**config.mk**
```make
export PLATFORM = sky130hd
export DESIGN_NAME = bcd_counter_display
export DESIGN_NICKNAME = d
export VERILOG_FILES = /design/src/rtl/bcd_counter_display.sv
export SDC_FILE = /design/constraint.sdc
export NUM_CORES = 1
export LEC_CHECK = 0
export ABC_CLOCK_PERIOD_IN_PS = 4700
export CORE_AREA = 2 2 103 65
export DETAILED_ROUTE_END_ITERATION = 16
export DIE_AREA = 0 0 105 67
export MAX_ROUTING_LAYER = met4
export SLEW_MARGIN = 40
export SYNTH_ARGS = -nofsm -noshare
export SYNTH_HDL_FRONTEND = slang
export SYNTH_SLANG_ARGS = --single-unit
```
**constraint.sdc**
```tcl
create_clock -name clk -period 4.7 [get_ports clk]
set_clock_uncertainty 0.2 [all_clocks]
set_input_delay 0.94 -clock clk [delete_from_list [all_inputs] [get_ports clk]]
set_output_delay 0.94 -clock clk [all_outputs]
set_load 0.01 [all_outputs]
```
**src/rtl/bcd_counter_display.sv**
```systemverilog
// -----------------------------------------------------------------------------
// bcd_counter_display
//   Multi-digit BCD up/down counter with edge-detected inc/dec requests, a
//   validated parallel load, limit flags and registered active-low 7-segment
//   outputs, with optional blanking of leading-zero displays.
//
// Parameters
//   DIGITS     number of BCD digits / displays (1..6)
//   MAX        upper count limit as a plain integer (1..10**DIGITS-1)
//   WRAP       1 = wrap around at the limits, 0 = saturate
//   BLANK_LEAD 1 = blank leading-zero displays (digit 0 always shown)
//
// Ports
//   clk       clock, rising edge
//   reset     synchronous, active-high
//   inc, dec  level requests; one step per low-to-high transition
//   load      load strobe, sampled every cycle
//   load_val  BCD load value, digit 0 in [3:0]
//   bcd       current count, digit 0 in [3:0]
//   hex       active-low segments, digit k in [7k+6:7k], bit 0 = seg a
//   at_max    bcd == MAX
//   at_min    bcd == 0
// -----------------------------------------------------------------------------
module bcd_counter_display #(
    parameter int DIGITS     = 2,
    parameter int MAX        = 10**DIGITS - 1,
    parameter int WRAP       = 1,
    parameter int BLANK_LEAD = 0
) (
    input  logic                  clk,
    input  logic                  reset,
    input  logic                  inc,
    input  logic                  dec,
    input  logic                  load,
    input  logic [4*DIGITS-1:0]   load_val,
    output logic [4*DIGITS-1:0]   bcd,
    output logic [7*DIGITS-1:0]   hex,
    output logic                  at_max,
    output logic                  at_min
);

    localparam int BW = 4 * DIGITS;
    localparam int SW = 7 * DIGITS;

    function automatic logic [BW-1:0] int_to_bcd(input int val);
        logic [BW-1:0] r;
        int            v;
        r = '0;
        v = val;
        for (int k = 0; k < DIGITS; k++) begin
            r[4*k +: 4] = 4'(v % 10);
            v           = v / 10;
        end
        return r;
    endfunction

    localparam logic [BW-1:0] MAX_BCD = int_to_bcd(MAX);

    function automatic logic [BW-1:0] bcd_step_up(input logic [BW-1:0] v);
        logic [BW-1:0] r;
        logic          carry;
        r     = v;
        carry = 1'b1;
        for (int k = 0; k < DIGITS; k++) begin
            if (carry) begin
                if (r[4*k +: 4] == 4'd9) begin
                    r[4*k +: 4] = 4'd0;
                end else begin
                    r[4*k +: 4] = r[4*k +: 4] + 4'd1;
                    carry       = 1'b0;
                end
            end
        end
        return r;
    endfunction

    function automatic logic [BW-1:0] bcd_step_down(input logic [BW-1:0] v);
        logic [BW-1:0] r;
        logic          borrow;
        r      = v;
        borrow = 1'b1;
        for (int k = 0; k < DIGITS; k++) begin
            if (borrow) begin
                if (r[4*k +: 4] == 4'd0) begin
                    r[4*k +: 4] = 4'd9;
                end else begin
                    r[4*k +: 4] = r[4*k +: 4] - 4'd1;
                    borrow      = 1'b0;
                end
            end
        end
        return r;
    endfunction

    function automatic logic all_digits_valid(input logic [BW-1:0] v);
        logic ok;
        ok = 1'b1;
        for (int k = 0; k < DIGITS; k++) begin
            if (v[4*k +: 4] > 4'd9) ok = 1'b0;
        end
        return ok;
    endfunction

    function automatic logic [6:0] seg7(input logic [3:0] d);
        logic [6:0] s;
        case (d)
            4'd0:    s = 7'h40;
            4'd1:    s = 7'h79;
            4'd2:    s = 7'h24;
            4'd3:    s = 7'h30;
            4'd4:    s = 7'h19;
            4'd5:    s = 7'h12;
            4'd6:    s = 7'h02;
            4'd7:    s = 7'h78;
            4'd8:    s = 7'h00;
            4'd9:    s = 7'h10;
            default: s = 7'h7F;
        endcase
        return s;
    endfunction

    logic          inc_q, dec_q;
    logic          inc_ev, dec_ev;
    logic          load_ok;
    logic [BW-1:0] bcd_nxt;
    logic [SW-1:0] hex_nxt;
    logic          zero_above;

    // Stage 0: request edge detection and next count
    // inc_q/dec_q track the raw levels even during reset so a level held
    // across reset release is not mistaken for a fresh edge.
    always_ff @(posedge clk) begin
        inc_q <= inc;
        dec_q <= dec;
    end

    assign inc_ev = inc & ~inc_q;
    assign dec_ev = dec & ~dec_q;

    // Packed BCD compares like an unsigned integer once every digit is valid.
    assign load_ok = all_digits_valid(load_val) && (load_val <= MAX_BCD);

    always_comb begin
        bcd_nxt = bcd;
        if (load) begin
            // A rejected load still swallows any event in the same cycle.
            if (load_ok) bcd_nxt = load_val;
        end else if (inc_ev && !dec_ev) begin
            if (bcd == MAX_BCD) bcd_nxt = (WRAP != 0) ? '0 : MAX_BCD;
            else                bcd_nxt = bcd_step_up(bcd);
        end else if (dec_ev && !inc_ev) begin
            if (bcd == '0) bcd_nxt = (WRAP != 0) ? MAX_BCD : '0;
            else           bcd_nxt = bcd_step_down(bcd);
        end
    end

    always_ff @(posedge clk) begin
        if (reset) bcd <= '0;
        else       bcd <= bcd_nxt;
    end

    assign at_max = (bcd == MAX_BCD);
    assign at_min = (bcd == '0);

    // Stage 1: segment decode of the current count, one cycle behind bcd
    // Walk from the top digit down so zero_above means "this digit and all
    // higher digits are zero".
    always_comb begin
        hex_nxt    = '0;
        zero_above = 1'b1;
        for (int k = DIGITS - 1; k >= 0; k--) begin
            zero_above = zero_above & (bcd[4*k +: 4] == 4'd0);
            if ((BLANK_LEAD != 0) && (k != 0) && zero_above)
                hex_nxt[7*k +: 7] = 7'h7F;
            else
                hex_nxt[7*k +: 7] = seg7(bcd[4*k +: 4]);
        end
    end

    always_ff @(posedge clk) begin
        if (reset) hex <= {DIGITS{7'h40}};
        else       hex <= hex_nxt;
    end

endmodule

```
==> results.yml <==
finish:
  finalInstanceArea_um2: 1950
  num_antenna_cells: 0
  nNetsFinal: 233
  drive_above_1_share: 0.0769
  syn2layout_area_growth_pct: 31.0
logic_synthesis:
  yosysWarnings: 0
  synthMostInstantiatedCell: "dfxtp_1"
  yosysUniqueCellTypes: 53
  ys_seq_area_frac: 0.322
  ys_seq_elements: 24
  yosys-top-cells-area: "dfxtp_1, ha_1, a21oi_1, nor2_1, o21ai_0"
  netlist.area_leader.share: 0.322
  ys.flop_type: "dfxtp_1"
  postSynthCellCount: 178
  synth_top_cell_by_area: "dfxtp_1"
  synth_fp_nets: 201
  avgSynthCellArea_um2: 8.37
  synthArstFlopShare: 0
  syn_area_um2: 1490
  synth_commonest_cells: "dfxtp_1, a21oi_1, nor2_1"
  synth-edff-count: 0
floorplanning:
  die_w_um: 105
  core_area_um2: 6000
  die_area_um2: 7040
  io_pins: 37
  die-height_um: 67
  num_rows: 22
  start_util: 0.248
clock_tree:
  root_buffer: "clkbuf_8"
  cts_tree: "yes"
  cts_buffers: 3
  cts-resized-gates: 0
  clk_pin_slew_worst_paths_ps: 80
  postCtsHoldBufs: 0
  clock_sinks: 24
  cts_buffer_depth: 2
  h-tree-depth: 1
  clkLatencyLatePin_ps: 260
  postCtsSetupBuffers: 0
power:
  p_per_area_nw_per_um2: 295
  p_int_w: 0.000388
  p_switching_w: 0.000188
  seqPwrFrac: 0.437
  p_total_w: 0.000576
  p_sw_frac: 0.327
  vdd_drop_max_mv: 0.110
  combPwrFrac: 0.358
  pwr-share-clk: 0.205
  leakagePower_nw: 0.714
setup_path:
  r2r-end: "bcd[4]"
  crit_chain: "inv_1 -> ha_1 -> or3b_1 -> nor2_1 -> clkdlybuf4s50_1"
  max_stage_delay_ps: 540
  worstPathArrival_ps: 2150
  reg2reg_slack_ps: 2380
  reg2reg_depth: 7
  start_kind: "flop"
  path_max_fanout: 10
  rr_startpoint: "bcd[1]"
  critical_path_required_ps: 3560
  critPathKind: "flop to primary output"
  endpoint_kind: "primary output"
  slowest_stage: "clkdlybuf4s50_1"
worst_hold_path:
  hold_depth: 2
  min_to: "bcd[5]"
  hold_start: "bcd[5]"
  holdCritPathClass: "flop to flop"
global_routing:
  overflow: 0
  grt_pass1_wl_mm: 6.24
  grt_max_degree: 21
  grt_pass1_vias: 1278
  antenna_found_initial: 0
  grt_usage: 0.114
route:
  vias: 1376
  firstDrtPassIters: 5
  ant_nets: 0
  viasPerCell: 4.71
  drt_iter0_drc: 82
  drc: 0
  drt_wl_total_mm: 3.71
  drt-wirelength-per-cell_um: 12.7
placed_design:
  place_area_um2: 1910
  numPortBuffers: 36
  gp_congestion: 0.838
  dp_hpwl_mm: 2.88
sta:
  hold_slack_ps: 418
  fin_crit_ps: 3290
  rsz0062_at_grt: "false"
  fin_tns_setup_ps: 0
  max_freq_mhz: 304
  post-route-period-util: 0.700
  slew_headroom: 0.513
  finalHoldViolCount: 0
  final-max-slew-violation-count: 0
  setup_viol: 0
  worst_slew_pin_slew_ps: 728
outcome:
  status: "finished clean"
run:
  cap_violations: 0
-- sequential cells by signal, summed over array words and instances, names as in the netlist --
name,flops
dec_q,1
hex,14
bcd,8
inc_q,1
-- cells by family (layout without fill, tap and decap cells) --
family | count (synthesis) | count (layout) | share of synthesized area
compound gates | 58 | 58 | 0.279
xor+xnor | 4 | 4 | 0.0286
fa+ha+maj | 10 | 10 | 0.0840
buf+inv | 19 | 49 | 0.0554
flops | 24 | 24 | 0.322
mux | 1 | 1 | 0.00756
simple gates | 62 | 62 | 0.223
-- placed cells by master (no fill, tap or decap), types with 2 or more instances in the layout --
master           instances
nand3_1                  9
ha_1                    10
nor2_1                  17
dfxtp_1                 24
nand2b_1                 6
clkbuf_8                 3
xnor2_1                  2
nand2_1                 12
nor3_1                   3
inv_2                    2
a31oi_1                  2
clkdlybuf4s50_1         36
inv_1                    8
o221ai_1                 5
o32ai_1                  3
o21ai_0                 10
a311oi_1                 2
o21a_1                   4
o21bai_1                 2
a21oi_1                 17
-- worst max-delay path by stage --
stage,from,end,slack [ps],depth (start not counted)
2_1_floorplan,bcd[5],at_min,2270,4
3_3_place_gp,bcd[4],at_min,1740,5
3_5_place_dp,bcd[5],at_min,1700,5
4_1_cts,bcd[5],at_min,1410,5
5_1_grt,bcd[5],at_min,1290,5
6_report,bcd[5],at_min,1410,5
-- power by group through the flow --
stage,clock (W),sequential [W],combinational [W]
after floorplan,0,0.000255,0.000125
after global routing,0.000136,0.000256,0.000227
final,0.000118,0.000252,0.000206
after detailed placement,0,0.000256,0.000206
after CTS,0.000123,0.000252,0.000207
after global placement,0,0.000257,0.000208
-- metal layers --
metal / track usage / part of all wire / vias up
met5: - / 0 / -
met4: 0.0267 / 0.013 / 0
met3: 0.0294 / 0.056 / 4
met2: 0.166 / 0.41 / 40
met1: 0.158 / 0.52 / 629
li1: - / - / 703
-- critical path: cells and delay by family (launching register included) --
family        cells  cell delay (ps)
fa+ha+maj         1              250
simple gates      2              530
buf+inv           2              700
flops             1              410
-- cell type report --
cell class	count	area (um2)
clock buffers	3	41.3
fillers	641	4050
inverters	10	37.5
multi-input cells	135	927
flip-flops and latches	24	480
well taps	84	105
repair buffers	36	360
-- stage by stage --
step	util	cells	setup WS (ps)
4_1_cts	0.325	292	1410
2_1_floorplan	-	178	2270
5_1_grt	0.325	292	1290
6_report	0.325	292	1410
3_5_place_dp	0.318	289	1700
3_3_place_gp	0.318	289	1740
(Power assumes the default switching activity.)
